<file path="config.mk">
export PLATFORM = sky130hd
export DESIGN_NAME = reduce_engine
export DESIGN_NICKNAME = d
export VERILOG_FILES = /design/src/rtl/reduce_engine.sv
export SDC_FILE = /design/constraint.sdc
export NUM_CORES = 1
export LEC_CHECK = 0
export ABC_AREA = 1
export CELL_PAD_IN_SITES_DETAIL_PLACEMENT = 1
export CELL_PAD_IN_SITES_GLOBAL_PLACEMENT = 1
export CORE_MARGIN = 5
export CORE_UTILIZATION = 44
export DETAILED_ROUTE_END_ITERATION = 12
export HOLD_SLACK_MARGIN = 0.06
export PLACE_DENSITY = 0.77
export SLEW_MARGIN = 20
export SYNTH_ARGS = -nofsm -noshare
export SYNTH_HDL_FRONTEND = slang
export SYNTH_SLANG_ARGS = --single-unit
</file>
<file path="constraint.sdc">
create_clock -name clk -period 3.8 [get_ports clk]
set_input_delay 0.95 -clock clk [delete_from_list [all_inputs] [get_ports clk]]
set_output_delay 0.95 -clock clk [all_outputs]
set_load 0.005 [all_outputs]
</file>
<file path="src/rtl/reduce_engine.sv">
// reduce_engine: in-network reduction engine for the MPI collective router.
// Each table entry, indexed by the low tag bits, collects the contributions of
// one reduction. Contributions are folded through a shared pipelined ALU, and
// the entry is emitted as one combined flit once every child has reported.
//
// Flit layout, LSB first:
//   payload[PW] op[4] algtype[2] tag[16] ctx[9] rank[6] src[6] dst[6] valid[1]
// The children count sits directly above the flit valid bit on the input side.
module reduce_engine #(
    parameter int PayloadWidth  = 32,
    parameter int lg_numprocs   = 3,
    parameter int LgTableDepth  = 2,
    parameter int AluLatency    = 4,
    localparam int FlitWidth     = PayloadWidth + 50,
    localparam int ChildrenWidth = lg_numprocs
) (
    input  logic                               clk,
    input  logic                               rst,
    input  logic [FlitWidth+ChildrenWidth-1:0] in_flit,
    input  logic                               in_valid,
    output logic                               in_ready,
    output logic [FlitWidth-1:0]               out_flit,
    output logic                               out_valid,
    input  logic                               out_ready,
    output logic                               done,
    output logic [LgTableDepth:0]              busy_entries,
    output logic [15:0]                        drop_count
);

    localparam int PW      = PayloadWidth;
    localparam int FW      = FlitWidth;
    localparam int CW      = ChildrenWidth;
    localparam int IdxW    = LgTableDepth;
    localparam int Depth   = 1 << LgTableDepth;
    localparam int OP_LO   = PW;
    localparam int ALG_LO  = PW + 4;
    localparam int TAG_LO  = PW + 6;
    localparam int VLD_BIT = FW - 1;

    typedef enum logic [1:0] {
        FREE  = 2'd0,
        ACCUM = 2'd1,
        BUSY  = 2'd2,
        DONE  = 2'd3
    } ent_state_e;

    // Reduction operator selected by the entry's stored algtype.
    function automatic logic signed [PW-1:0] alu_op(
        input logic [1:0]           sel,
        input logic signed [PW-1:0] a,
        input logic signed [PW-1:0] b
    );
        logic signed [PW-1:0] r;
        case (sel)
            2'b00:   r = a + b;
            2'b01:   r = (a > b) ? a : b;
            2'b10:   r = (a < b) ? a : b;
            default: r = a ^ b;
        endcase
        return r;
    endfunction

    // Counter increment that sticks at all-ones instead of wrapping.
    function automatic logic [15:0] sat_inc16(input logic [15:0] cnt);
        return (cnt == 16'hFFFF) ? cnt : cnt + 16'd1;
    endfunction

    // Rewrite a completed entry into its outgoing form: LargeReduce becomes
    // Gather, algtype cleared, valid bit set; routing fields pass through.
    function automatic logic [FW-1:0] format_out(input logic [FW-1:0] f);
        logic [FW-1:0] o;
        o = f;
        o[VLD_BIT] = 1'b1;
        o[ALG_LO +: 2] = 2'b00;
        if (f[OP_LO +: 4] == 4'b1101) begin
            o[OP_LO +: 4] = 4'b1011;
        end
        return o;
    endfunction

    // Entry table
    ent_state_e        state_q     [Depth];
    ent_state_e        state_d     [Depth];
    logic [CW-1:0]     remaining_q [Depth];
    logic [CW-1:0]     remaining_d [Depth];
    logic [FW-1:0]     flit_q      [Depth];
    logic [FW-1:0]     flit_d      [Depth];

    // ALU pipeline: index 0 is captured on the launch edge, the last stage
    // writes back on the following edge.
    logic                 vld_p_q [AluLatency];
    logic                 vld_p_d [AluLatency];
    logic [IdxW-1:0]      idx_p_q [AluLatency];
    logic [IdxW-1:0]      idx_p_d [AluLatency];
    logic signed [PW-1:0] res_p_q [AluLatency];
    logic signed [PW-1:0] res_p_d [AluLatency];

    // Output hold: once a presented entry is stalled its index is frozen so a
    // lower-index entry finishing later cannot steal the output slot.
    logic            lock_q, lock_d;
    logic [IdxW-1:0] lock_idx_q, lock_idx_d;
    logic            done_q, done_d;
    logic [15:0]     drop_q, drop_d;

    logic [FW-1:0]   in_fl;
    logic [CW-1:0]   in_children;
    logic [IdxW-1:0] in_idx;
    logic            is_reduce;
    logic            accept;
    logic            any_done;
    logic [IdxW-1:0] first_idx;
    logic [IdxW-1:0] sel_idx;
    logic            out_hs;
    logic [IdxW:0]   busy_cnt;
    logic [IdxW-1:0] wb_idx;

    // Input decode, ready, output selection and occupancy count.
    always_comb begin
        in_fl       = in_flit[FW-1:0];
        in_children = in_flit[FW+CW-1:FW];
        in_idx      = in_fl[TAG_LO +: IdxW];
        is_reduce   = in_fl[VLD_BIT] && (in_fl[OP_LO+2 +: 2] == 2'b11);
        in_ready    = !rst && (!is_reduce ||
                               (state_q[in_idx] == FREE) || (state_q[in_idx] == ACCUM));
        accept      = in_valid && in_ready;

        any_done  = 1'b0;
        first_idx = '0;
        busy_cnt  = '0;
        for (int i = Depth - 1; i >= 0; i--) begin
            if (state_q[i] == DONE) begin
                any_done  = 1'b1;
                first_idx = IdxW'(i);
            end
            if (state_q[i] != FREE) begin
                busy_cnt = busy_cnt + (IdxW+1)'(1);
            end
        end

        sel_idx      = lock_q ? lock_idx_q : first_idx;
        out_valid    = lock_q || any_done;
        out_hs       = out_valid && out_ready;
        out_flit     = out_valid ? format_out(flit_q[sel_idx]) : '0;
        busy_entries = busy_cnt;
        wb_idx       = idx_p_q[AluLatency-1];
    end

    // Next-state for entries, ALU pipeline, output hold and counters.
    always_comb begin
        state_d     = state_q;
        remaining_d = remaining_q;
        flit_d      = flit_q;
        lock_d      = lock_q;
        lock_idx_d  = lock_idx_q;
        drop_d      = drop_q;
        done_d      = out_hs;

        vld_p_d[0] = 1'b0;
        idx_p_d[0] = in_idx;
        res_p_d[0] = alu_op(flit_q[in_idx][ALG_LO +: 2],
                            flit_q[in_idx][PW-1:0], in_fl[PW-1:0]);
        for (int k = 1; k < AluLatency; k++) begin
            vld_p_d[k] = vld_p_q[k-1];
            idx_p_d[k] = idx_p_q[k-1];
            res_p_d[k] = res_p_q[k-1];
        end

        if (vld_p_q[AluLatency-1]) begin
            flit_d[wb_idx][PW-1:0] = res_p_q[AluLatency-1];
            remaining_d[wb_idx]    = remaining_q[wb_idx] - CW'(1);
            state_d[wb_idx]        = (remaining_q[wb_idx] == CW'(1)) ? DONE : ACCUM;
        end

        if (accept) begin
            if (!is_reduce) begin
                drop_d = sat_inc16(drop_q);
            end else if (state_q[in_idx] == FREE) begin
                flit_d[in_idx]      = in_fl;
                remaining_d[in_idx] = in_children;
                state_d[in_idx]     = (in_children == '0) ? DONE : ACCUM;
            end else begin
                vld_p_d[0]      = 1'b1;
                state_d[in_idx] = BUSY;
            end
        end

        if (out_hs) begin
            state_d[sel_idx] = FREE;
            lock_d           = 1'b0;
        end else if (out_valid) begin
            lock_d     = 1'b1;
            lock_idx_d = sel_idx;
        end
    end

    // Control state: cleared asynchronously, dropping any in-flight results.
    always_ff @(posedge clk or posedge rst) begin
        if (rst) begin
            for (int i = 0; i < Depth; i++) begin
                state_q[i]     <= FREE;
                remaining_q[i] <= '0;
            end
            for (int k = 0; k < AluLatency; k++) begin
                vld_p_q[k] <= 1'b0;
            end
            lock_q     <= 1'b0;
            lock_idx_q <= '0;
            done_q     <= 1'b0;
            drop_q     <= '0;
        end else begin
            state_q     <= state_d;
            remaining_q <= remaining_d;
            vld_p_q     <= vld_p_d;
            lock_q      <= lock_d;
            lock_idx_q  <= lock_idx_d;
            done_q      <= done_d;
            drop_q      <= drop_d;
        end
    end

    // Datapath storage: qualified by the control state, so no reset needed.
    always_ff @(posedge clk) begin
        flit_q  <= flit_d;
        idx_p_q <= idx_p_d;
        res_p_q <= res_p_d;
    end

    assign done       = done_q;
    assign drop_count = drop_q;

endmodule
</file>
==> results of run 1 <==
-- where the power goes --
part           internal [mW]  switching, mW
clock                   3.15           2.28
combinational           3.89           4.98
sequential              6.63          0.632
total                   13.7           7.90
-- layout by cell type, fill, tap and decap left out, drive strengths merged, types with 2 or more instances in the layout --
cell,netlist,layout
edfxtp,195,195
xnor2,6,6
clkinv,2,19
dlygate4sd2,0,62
ha,69,69
nand3,137,137
bufbuf,0,5
a22o,17,17
buf,91,451
bufinv,0,7
a21boi,5,5
o21ai,346,346
and2,3,3
nand4,74,74
clkinvlp,0,9
nand2,621,621
inv,298,295
a221oi,36,36
o21bai,3,3
dfxtp,264,264
nor4,5,5
xor2,11,11
clkdlybuf4s50,0,106
dfrtp,44,44
a22oi,154,154
conb,1,6
o22ai,8,8
nor2,297,297
dlymetal6s2s,0,17
a21oi,137,137
a41oi,2,2
a21o,3,3
or2,9,9
nor3,24,24
o21a,5,5
clkbuf,75,68
-- path summary, 6_finish.rpt --
path / from / end / slack [ns] / cells after the start
max: state_q[6]$_DFF_PP0_ / out_flit[33] / -0.05 / 14
min: res_p_d[22]$_DFF_P_ / res_p_q[22]$_DFF_P_ / 0.32 / 0
max reg2reg: flit_q[269]$_DFF_P_ / res_p_d[89]$_DFF_P_ / 0.60 / 15
min reg2reg: res_p_d[22]$_DFF_P_ / res_p_q[22]$_DFF_P_ / 0.32 / 0
max in group asynchronous: rst / lock_q$_DFFE_PP0P_ / 2.41 / 3
min in group asynchronous: rst / done$_DFF_PP0_ / 0.95 / 3
-- layer usage --
| layer | up-vias | track usage |
|---|---|---|
| met5 | - | 0 |
| met3 | 312 | 0.0445 |
| met2 | 1190 | 0.577 |
| met4 | 0 | 0.141 |
| li1 | 11100 | - |
| met1 | 12400 | 0.391 |
-- worst max-delay path, cell delays in order (launching register included) --
cell and delay [ns]:
dfrtp_2 0.44, nand2_1 0.10, and3_4 0.21, nand2_2 0.07
o21ai_4 0.13, nor2_4 0.09, buf_12 0.16, inv_1 0.11
o22ai_1 0.10, inv_1 0.13, nand2_1 0.09, nor2_2 0.17
nand2_1 0.09, a21oi_2 0.12, dlygate4sd2_1 0.26
-- through the flow --
stage | worst slack (ns) | cell area (um2)
after floorplan | 0.0803 | 24400
after global routing | -0.189 | 33000
after global placement | -1.03 | 30000
final | -0.0467 | 33000
after CTS | -0.135 | 32700
after detailed placement | -1.23 | 30000
-- flip-flops by register name, indices dropped and copies added, names as in the netlist --
name	count
drop_count	16
state_q	8
res_p_d	96
flit_q	323
vld_p_q	1
lock_q	1
vld_p_d	3
lock_idx_q	2
wb_idx	2
idx_p_d	6
res_p_q	32
remaining_q	12
done	1
-- area by class of cell --
type / count / area (um2) / share of cell area
multi-input cells: 1983 / 10700 / 0.325
clock inverters: 29 / 344 / 0.0104
well taps: 748 / 936 / 0.0283
repair inverters: 1 / 7.51 / 0.000227
flip-flops and latches: 503 / 12200 / 0.371
clock buffers: 67 / 1440 / 0.0435
inverters: 300 / 1170 / 0.0354
repair buffers: 643 / 6150 / 0.186
-- logic make-up after synthesis --
group,Yosys count,share of synthesized area
other,1,0.000154
DFF,503,0.501
AOI/OAI and AO/OA,717,0.174
xor gates and xnor gates,17,0.00610
adders and majority gates,70,0.0362
and+or+nand+nor,1172,0.202
buffers and inverters,466,0.0800
muxes,1,0.000461
-- what timing repair did --
item / in CTS / in global routing
cloned: 9 / 0
setup buffers: 41 / 8
pin swaps: 33 / 8
endpoints found under the setup margin: 114 / 76
resized for setup: 165 / 79
hold endpoints to repair: 0 / 0
==> metrics.md, run 1 <==
| Metric | Value |
|---|---|
| Ys async rst share | 0.0875 |
| Cts hold-fix bufs | 0 |
| Final Util | 0.601 |
| Final ANT Viol Nets | 0 |
| Wirelength per Cell | 23.9 um |
| Total track usage | 0.324 |
| Placed insts | 4121 |
| Worst VDD drop | 0.415 mV |
| Failing checks | negative setup slack |
| CTS tree | yes |
| IO Port Bufs | 190 |
| Clk slew on worst S/H paths | 0.07 ns |
| Post-synth EDFFs | 195 |
| Post-layout min period | 3.85 ns |
| RSZ-0062 raised after global routing | true |
| Hold Crit Class | reg -> reg |
| M1 wire length | 39300 um |
| Num CTS Buffers | 51 |
| Dpl hpwl | 65900 um |
| Share of the synthesized area in the top cell type | 0.240 |
| N_diodes | 0 |
| Vias | 25.0k |
| Most used DFF post-synth | dfxtp_1 |
| Finished Layout Cells | 4274 |
| Achievable Freq | 260 MHz |
| Synth top cells by count | 617 x nand2_1, 296 x inv_1, 289 x nor2_1 |
| Boundary Pins | 193 |
| Count leader, synth | nand2_1 |
| Power Dens Cells | 653 nW/um2 |
| Die height | 246 um |
| CP Launch Type | flip-flop |
| Leakage power | 15.1 nW |
| First-pass GRT wire length | 155000 um |
| Number of fill cells in the layout | 6418 |
| Final worst path period share | 1.01 |
| Setup Crit Path Kind | reg -> out |
| Avg Cell Area, Syn | 8.28 um2 |
| Total clock sinks | 503 |
| Synth cell types | 48 |
| Arr. time, crit path | 2.90 ns |
| Worst-Margin Slew | 1.14 ns |
| RD Place Congestion | 0.938 |
| Slew Viols, Final | 0 |
| Max-cap violation count | 0 |
| Final Skew | 0.0187 ns |
| Register area share after synthesis | 0.501 |
| Met2 wire length | 51100 um |
| Core ar. | 55000 um2 |
| Antenna violations before repair | 1 |
| Starting Density | 0.444 |
| Setup violators final | 1 |
| Layout cells sized above 1 | 0.196 |
| Worst Slack Setup Final | -0.0467 ns |
| Drt initial violations | 2086 |
| Leading area contributor after synthesis | edfxtp_1 |
| GR Overflow Total | 0 |
| Number of synthesized register bits | 503 |
| Crit end category | output pin |
| Setup_tns | -0.0467 ns |
| WL final | 102000 um |
| Vias in the first global route | 26.7k |
| Clock Path Buffers | 3 |
| Largest net degree at the start of global routing | 54 |
| Die Span X | 246 um |
| Max layer used | met4 |
| CTS H-tree depth | 2 |
| Worst slew margin | 0.239 |
| Critical Path RT | 2.85 ns |
| Final #Nets | 3642 |
| Full die area | 60300 um2 |
| Layout area overhead | 35.3% |
| Fin. Hold Viols | 0 |
| TritonRoute pass-1 iters | 5 |
| Synth area leaders | edfxtp_1 24%, dfxtp_1 22%, nand2_1 9.5% |
| Row count | 86 |
| CP Max Fanout | 7 |
| Worst-Skew Late Latency | 0.62 ns |
| Status | complete, but fails checks |
| DR vias/cell | 5.85 |
| Power, Total | 21.6 mW |
| CTS root buf | clkbuf_16 |
| Synth Cell Area | 24400 um2 |
| WHS | 0.321 ns |
| Syn Inst Count | 2947 |
| Synth warnings | 0 |
| Residual DRC count | 0 |
| Met3 WL post-DR | 6870 um |
(Power assumes the default switching activity.)
==> run 2, diff against run 1 <==
HOLD_SLACK_MARGIN = 0.02   (was 0.06)
==> results of run 2 <==
No change in the layout: final DEF, timing and power equal those of run 1.
==> run 3, diff against run 2 <==
MAX_ROUTING_LAYER = met4   (was default)
==> run 3 against run 2 <==
The flow still finishes with violations (negative setup slack); first-iteration DRC count down 8.0%; die area unchanged; utilization up 0.39 points; cell area up 0.66%; worst setup slack worse by 0.10 ns; clock power about the same; clock-buffer cell count up 3; sequential share of layout area down 0.25 points; critical endpoint is now out_flit[43]; largest cell class unchanged.
==> metrics.md, run 3 (synthesized netlist as in run 1, its figures left out) <==
| Metric | Value |
|---|---|
| Status | complete, but fails checks |
| Failing checks | negative setup slack |
| Commonest non-fill, non-tap cell in the layout | nand2_1 |
| WL final | 102000 um |
| Critical path's largest stage delay | 0.55 ns |
| Cell area after layout | 33200 um2 |
| Slew Viols, Final | 0 |
| Setup crit start | lock_q$_DFFE_PP0P_ |
| Commonest cells after routing, fill and taps aside | 600 x nand2_1, 407 x buf_4, 280 x inv_1, 280 x nor2_1, 264 x dfxtp_1 |
| Vias | 24.9k |
| Power Dens Cells | 649 nW/um2 |
| IO Port Bufs | 190 |
| Largest Register | flit_q |
| CP Max Fanout | 15 |
| Leakage power | 15.3 nW |
| R2r startpoint | flit_q[258]$_DFF_P_ |
| Fin. Hold Viols | 0 |
| Hold Crit Class | reg -> reg |
| Layout cells sized above 1 | 0.204 |
| Crit end category | output pin |
| CP delay by family, top | buffers and inverters |
| Final #Nets | 3663 |
| TritonRoute pass-1 iters | 7 |
| Clock Path Buffers | 3 |
| R2r setup slk | 0.71 ns |
| Number of fill cells in the layout | 6389 |
| Die Span X | 246 um |
| Antenna violations before repair | 2 |
| Worst slew margin | 0.410 |
| Clk slew on worst S/H paths | 0.07 ns |
| Worst-Skew Late Latency | 0.60 ns |
| Worst Slack Setup Final | -0.151 ns |
| Boundary Pins | 193 |
| Final ANT Viol Nets | 0 |
| Reg-to-Reg End | res_p_d[82]$_DFF_P_ |
| Core ar. | 55000 um2 |
| Final Util | 0.605 |
| Setup Crit Path Kind | reg -> out |
| Total track usage | 0.327 |
| Reg2Reg Depth | 16 |
| Final worst path period share | 1.04 |
| Slowest CP cell | clkdlybuf4s50_1 |
| Post-layout min period | 3.95 ns |
| Post-place instance area | 30100 um2 |
| Setup_tns | -0.395 ns |
| Largest register FFs | 323 |
| DR vias/cell | 5.80 |
| Starting Density | 0.444 |
| Setup crit end | out_flit[43] |
| GR Overflow Total | 0 |
| Worst-path cell chain | buf_4 > buf_4 > a22oi_2 > nand2_4 > clkinv_8 > buf_12 > buf_16 > a22oi_1 > a21oi_2 > clkdlybuf4s50_1 |
| Setup violators final | 10 |
| Layout area overhead | 36.2% |
| RSZ-0062 raised after global routing | true |
| Critical Path RT | 2.85 ns |
| First-pass GRT wire length | 152000 um |
| CTS tree | yes |
| Worst-Margin Slew | 0.884 ns |
| Residual DRC count | 0 |
| CTS root buf | clkbuf_16 |
| Wirelength per Cell | 23.7 um |
| Num CTS Buffers | 51 |
| Total clock sinks | 503 |
| CP Launch Type | flip-flop |
| Worst VDD drop | 0.559 mV |
| Arr. time, crit path | 3.00 ns |
| RD Place Congestion | 0.944 |
| Max-cap violation count | 0 |
| Drt initial violations | 1920 |
| Dpl hpwl | 66200 um |
| Row count | 86 |
| Full die area | 60300 um2 |
| Final Skew | 0.0246 ns |
| Largest net degree at the start of global routing | 74 |
| Critical Path Stages | 10 |
| CTS H-tree depth | 2 |
| Vias in the first global route | 26.9k |
| Achievable Freq | 253 MHz |
| CP Buf/Inv Count | 6 |
| Die height | 246 um |
| WHS | 0.322 ns |
| Top cell by count, worst path | buf_4 |
run 3: power breakdown:
part           internal [mW]  switching, mW
Clock                   3.19           2.25
Sequential              6.63          0.630
Combinational           3.85           5.03
run 3: worst min-delay path by stage:
stage	from	endpoint	cells past startpoint
6_report	res_p_d[3]$_DFF_P_	res_p_q[3]$_DFF_P_	0
5_1_grt	res_p_d[43]$_DFF_P_	res_p_d[11]$_DFF_P_	0
4_1_cts	res_p_d[43]$_DFF_P_	res_p_d[11]$_DFF_P_	0
3_5_place_dp	res_p_d[25]$_DFF_P_	res_p_q[25]$_DFF_P_	0
3_3_place_gp	res_p_d[16]$_DFF_P_	res_p_q[16]$_DFF_P_	0
2_1_floorplan	idx_p_d[2]$_DFF_P_	idx_p_d[0]$_DFF_P_	0
run 3: layer usage:
metal,wire length (um),track usage
met5,0,-
met4,4710,0.134
met3,6330,0.0341
met2,51000,0.571
met1,39700,0.386
run 3: what timing repair did:
item	CTS	global route
buffers inserted	35	24
endpoints found under the setup margin	114	69
cloned	7	3
pin swaps	41	16
resized for setup	161	95
hold buffers	0	0
run 3: layout make-up:
type / instances / area [um2] / area share
sequential: 503 / 12200 / 0.368
multi-input combinational: 1985 / 10800 / 0.324
timing repair buffer: 663 / 6270 / 0.189
clock buffer: 70 / 1500 / 0.0451
inverter: 300 / 1180 / 0.0356
tap: 748 / 936 / 0.0281
clock inverter: 25 / 322 / 0.00967
antenna: 1 / 2.50 / 0.0000753
run 3: stage by stage:
step | cells | power, mW | setup slack, ns
after detailed placement | 4130 | 14.7 | -1.24
after CTS | 4267 | 20.7 | -0.135
after floorplan | 2952 | 10.7 | 0.0803
final | 4295 | 21.6 | -0.151
after global placement | 4130 | 14.3 | -1.10
after global routing | 4295 | 22.5 | -0.237
run 3: worst register-to-register path, delay by kind of cell (launching register included):
kind            cells  cell delay, ns
flops               1            0.33
buf+inv             5            0.59
fa+ha+maj           1            0.35
simple gates        8            1.21
compound gates      2            0.49
==> RTL edit: new RTL, config.mk and constraints of run 1 <==
The parameter `lg_numprocs` goes from 3 to 6.
--- a/src/rtl/reduce_engine.sv
+++ b/src/rtl/reduce_engine.sv
@@ -10,3 +10,3 @@
     parameter int PayloadWidth  = 32,
-    parameter int lg_numprocs   = 3,
+    parameter int lg_numprocs   = 6,
     parameter int LgTableDepth  = 2,
Interface: changed (resized in_flit); port bits go from 193 to 196. No check against the original RTL was run, so the function may have changed too.
==> RTL edit against run 1 <==
The flow still finishes with violations (setup timing). Power shrank 2.6%. Synthesized area is 2.3% higher. Setup slack got worse by 0.11 ns. Sequential share of layout area shrank 0.57 points. Sequential cell count up 12. Wire length up 7.4%. Largest power group unchanged. Cell area grew 4.0%.
==> RTL edit: results (changes against run 1) <==
** Pwr
- Power drawn by the sequential cells :: 7.30 mW (+0.6%)
- The leakage power total is 15.6 nW (+3.7%).
- Cell internal power dissipation :: 13.1 mW (-3.9%)
- The clock network power came to 4.90 mW (-9.8%).
- The worst IR drop on VDD was 392 µV (-5.6%).
- Comb. pwr :: 8.79 mW (-0.9%)

** Worst setup path
- Following the worst setup path forward leads to its endpoint at out_flit[34].
- Slack of the worst reg-to-reg path :: 0.49 ns (-0.11 ns)
- Reg-to-Reg Start :: flit_q[255]$_DFF_P_
- The endpoint identified for the worst register-to-register timing path is res_p_d[78]$_DFF_P_.
- Beginning of the critical path :: state_q[0]$_DFF_PP0_
- Cell depth of the worst flop-to-flop path :: 16 (+1)

** Global route
- Maximum number of pins on one net before global-route repair :: 73 (+35%)
- The first-pass GRT wire length came to 155 mm (+0.25%).
- The all-layer global routing usage came to 0.321 (-0.00335).
- Antenna violations before repair :: 4 (+3)

** Clocking
- CTS resizes :: 123 (-25%)
- The count of buffers added by post-CTS timing repair for setup is 24 (-41%).

** Final layout
- The final design utilization came to 0.611 (+0.00997).
- The final layout net count came to 3763 (+3.3%).

** STA
- The final-layout worst hold slack came to 0.325 ns (+0.00462 ns).
- Final WS setup :: -0.157 ns (-0.110 ns)
- The clock skew came to 0.0246 ns (+0.00592 ns).
- The total negative slack for setup checks was -2.34 ns (-2.29 ns).
- Final setup violation count :: 43 (+42)
- Slew HR :: 0.390 (+0.151)

** Placement
- The placement-stage cell area is 30800 µm² (+2.4%).
- The instance count after placement with tap cells included is 4231 (+2.7%).
- The detailed-placement wirelength estimate was 66.9 mm (+1.5%).
- Port buffer count :: 193 (+1.6%)

** Status
- The checks that failed: setup timing.
- Result of the run :: complete, but fails checks

** Routing
- Wire length reported by the detailed router :: 110 mm (+7.4%)
- The ratio of routed vias to standard cells came to 5.91 (+0.94%).
- Detailed-route wire length on metal 1 :: 41.5 mm (+5.5%)
- The starting DRC count in detailed routing came to 2148 (+3.0%).
- The number of detailed-routing iterations run before antenna repair is 6 (+1).
- Signal routing reaches up to met5.

** Worst hold path
- The worst hold path terminates at res_p_q[2]$_DFF_P_.
- The worst hold path begins at res_p_d[2]$_DFF_P_.

** Yosys
- The gate count after technology mapping was 3049 (+3.5%).
- Sorting the synthesized cells by area gives the leading types as sky130_fd_sc_hd__edfxtp_1 23%, sky130_fd_sc_hd__dfxtp_1 21%, sky130_fd_sc_hd__nand2_1 9.6%.
RTL edit: cell type report:
class | count | area share
clock buffers | 70 | 0.0401
multi-input cells | 2065 | 0.337
flip-flops and latches | 515 | 0.365
inverters | 308 | 0.0351
repair buffers | 660 | 0.190
clock inverters | 21 | 0.00513
well taps | 756 | 0.0275
diodes | 2 | 0.000146
RTL edit: critical path, cell delays in order, from the launching register on:
cell                       delay [ns]
sky130_fd_sc_hd__dfrtp_1         0.39
sky130_fd_sc_hd__inv_1           0.09
sky130_fd_sc_hd__o21ai_2         0.21
sky130_fd_sc_hd__nand2_4         0.10
sky130_fd_sc_hd__o21ai_4         0.15
sky130_fd_sc_hd__inv_2           0.09
sky130_fd_sc_hd__nand2_4         0.12
sky130_fd_sc_hd__clkinv_8        0.11
sky130_fd_sc_hd__buf_6           0.13
sky130_fd_sc_hd__buf_6           0.10
sky130_fd_sc_hd__nand2_2         0.06
sky130_fd_sc_hd__nand4_1         0.16
sky130_fd_sc_hd__nor2_1          0.15
sky130_fd_sc_hd__nand3b_1        0.16
sky130_fd_sc_hd__nand2_1         0.15
sky130_fd_sc_hd__nor2_2          0.05
sky130_fd_sc_hd__buf_2           0.16
RTL edit: layer usage:
layer,vias up,track usage
met3,422,0.0425
met2,1281,0.577
met4,2,0.140
li1,11500,-
met5,-,0
met1,12800,0.384
RTL edit: kinds of logic (layout without fill, tap and decap cells):
family | Yosys count | in the layout | synth area share
compound gates | 735 | 735 | 0.173
fa+ha+maj | 70 | 70 | 0.0354
buf+inv | 475 | 1059 | 0.0758
simple gates | 1232 | 1233 | 0.206
xor+xnor | 18 | 18 | 0.00631
mux | 3 | 3 | 0.00135
other cells | 1 | 8 | 0.000150
flops | 515 | 515 | 0.502
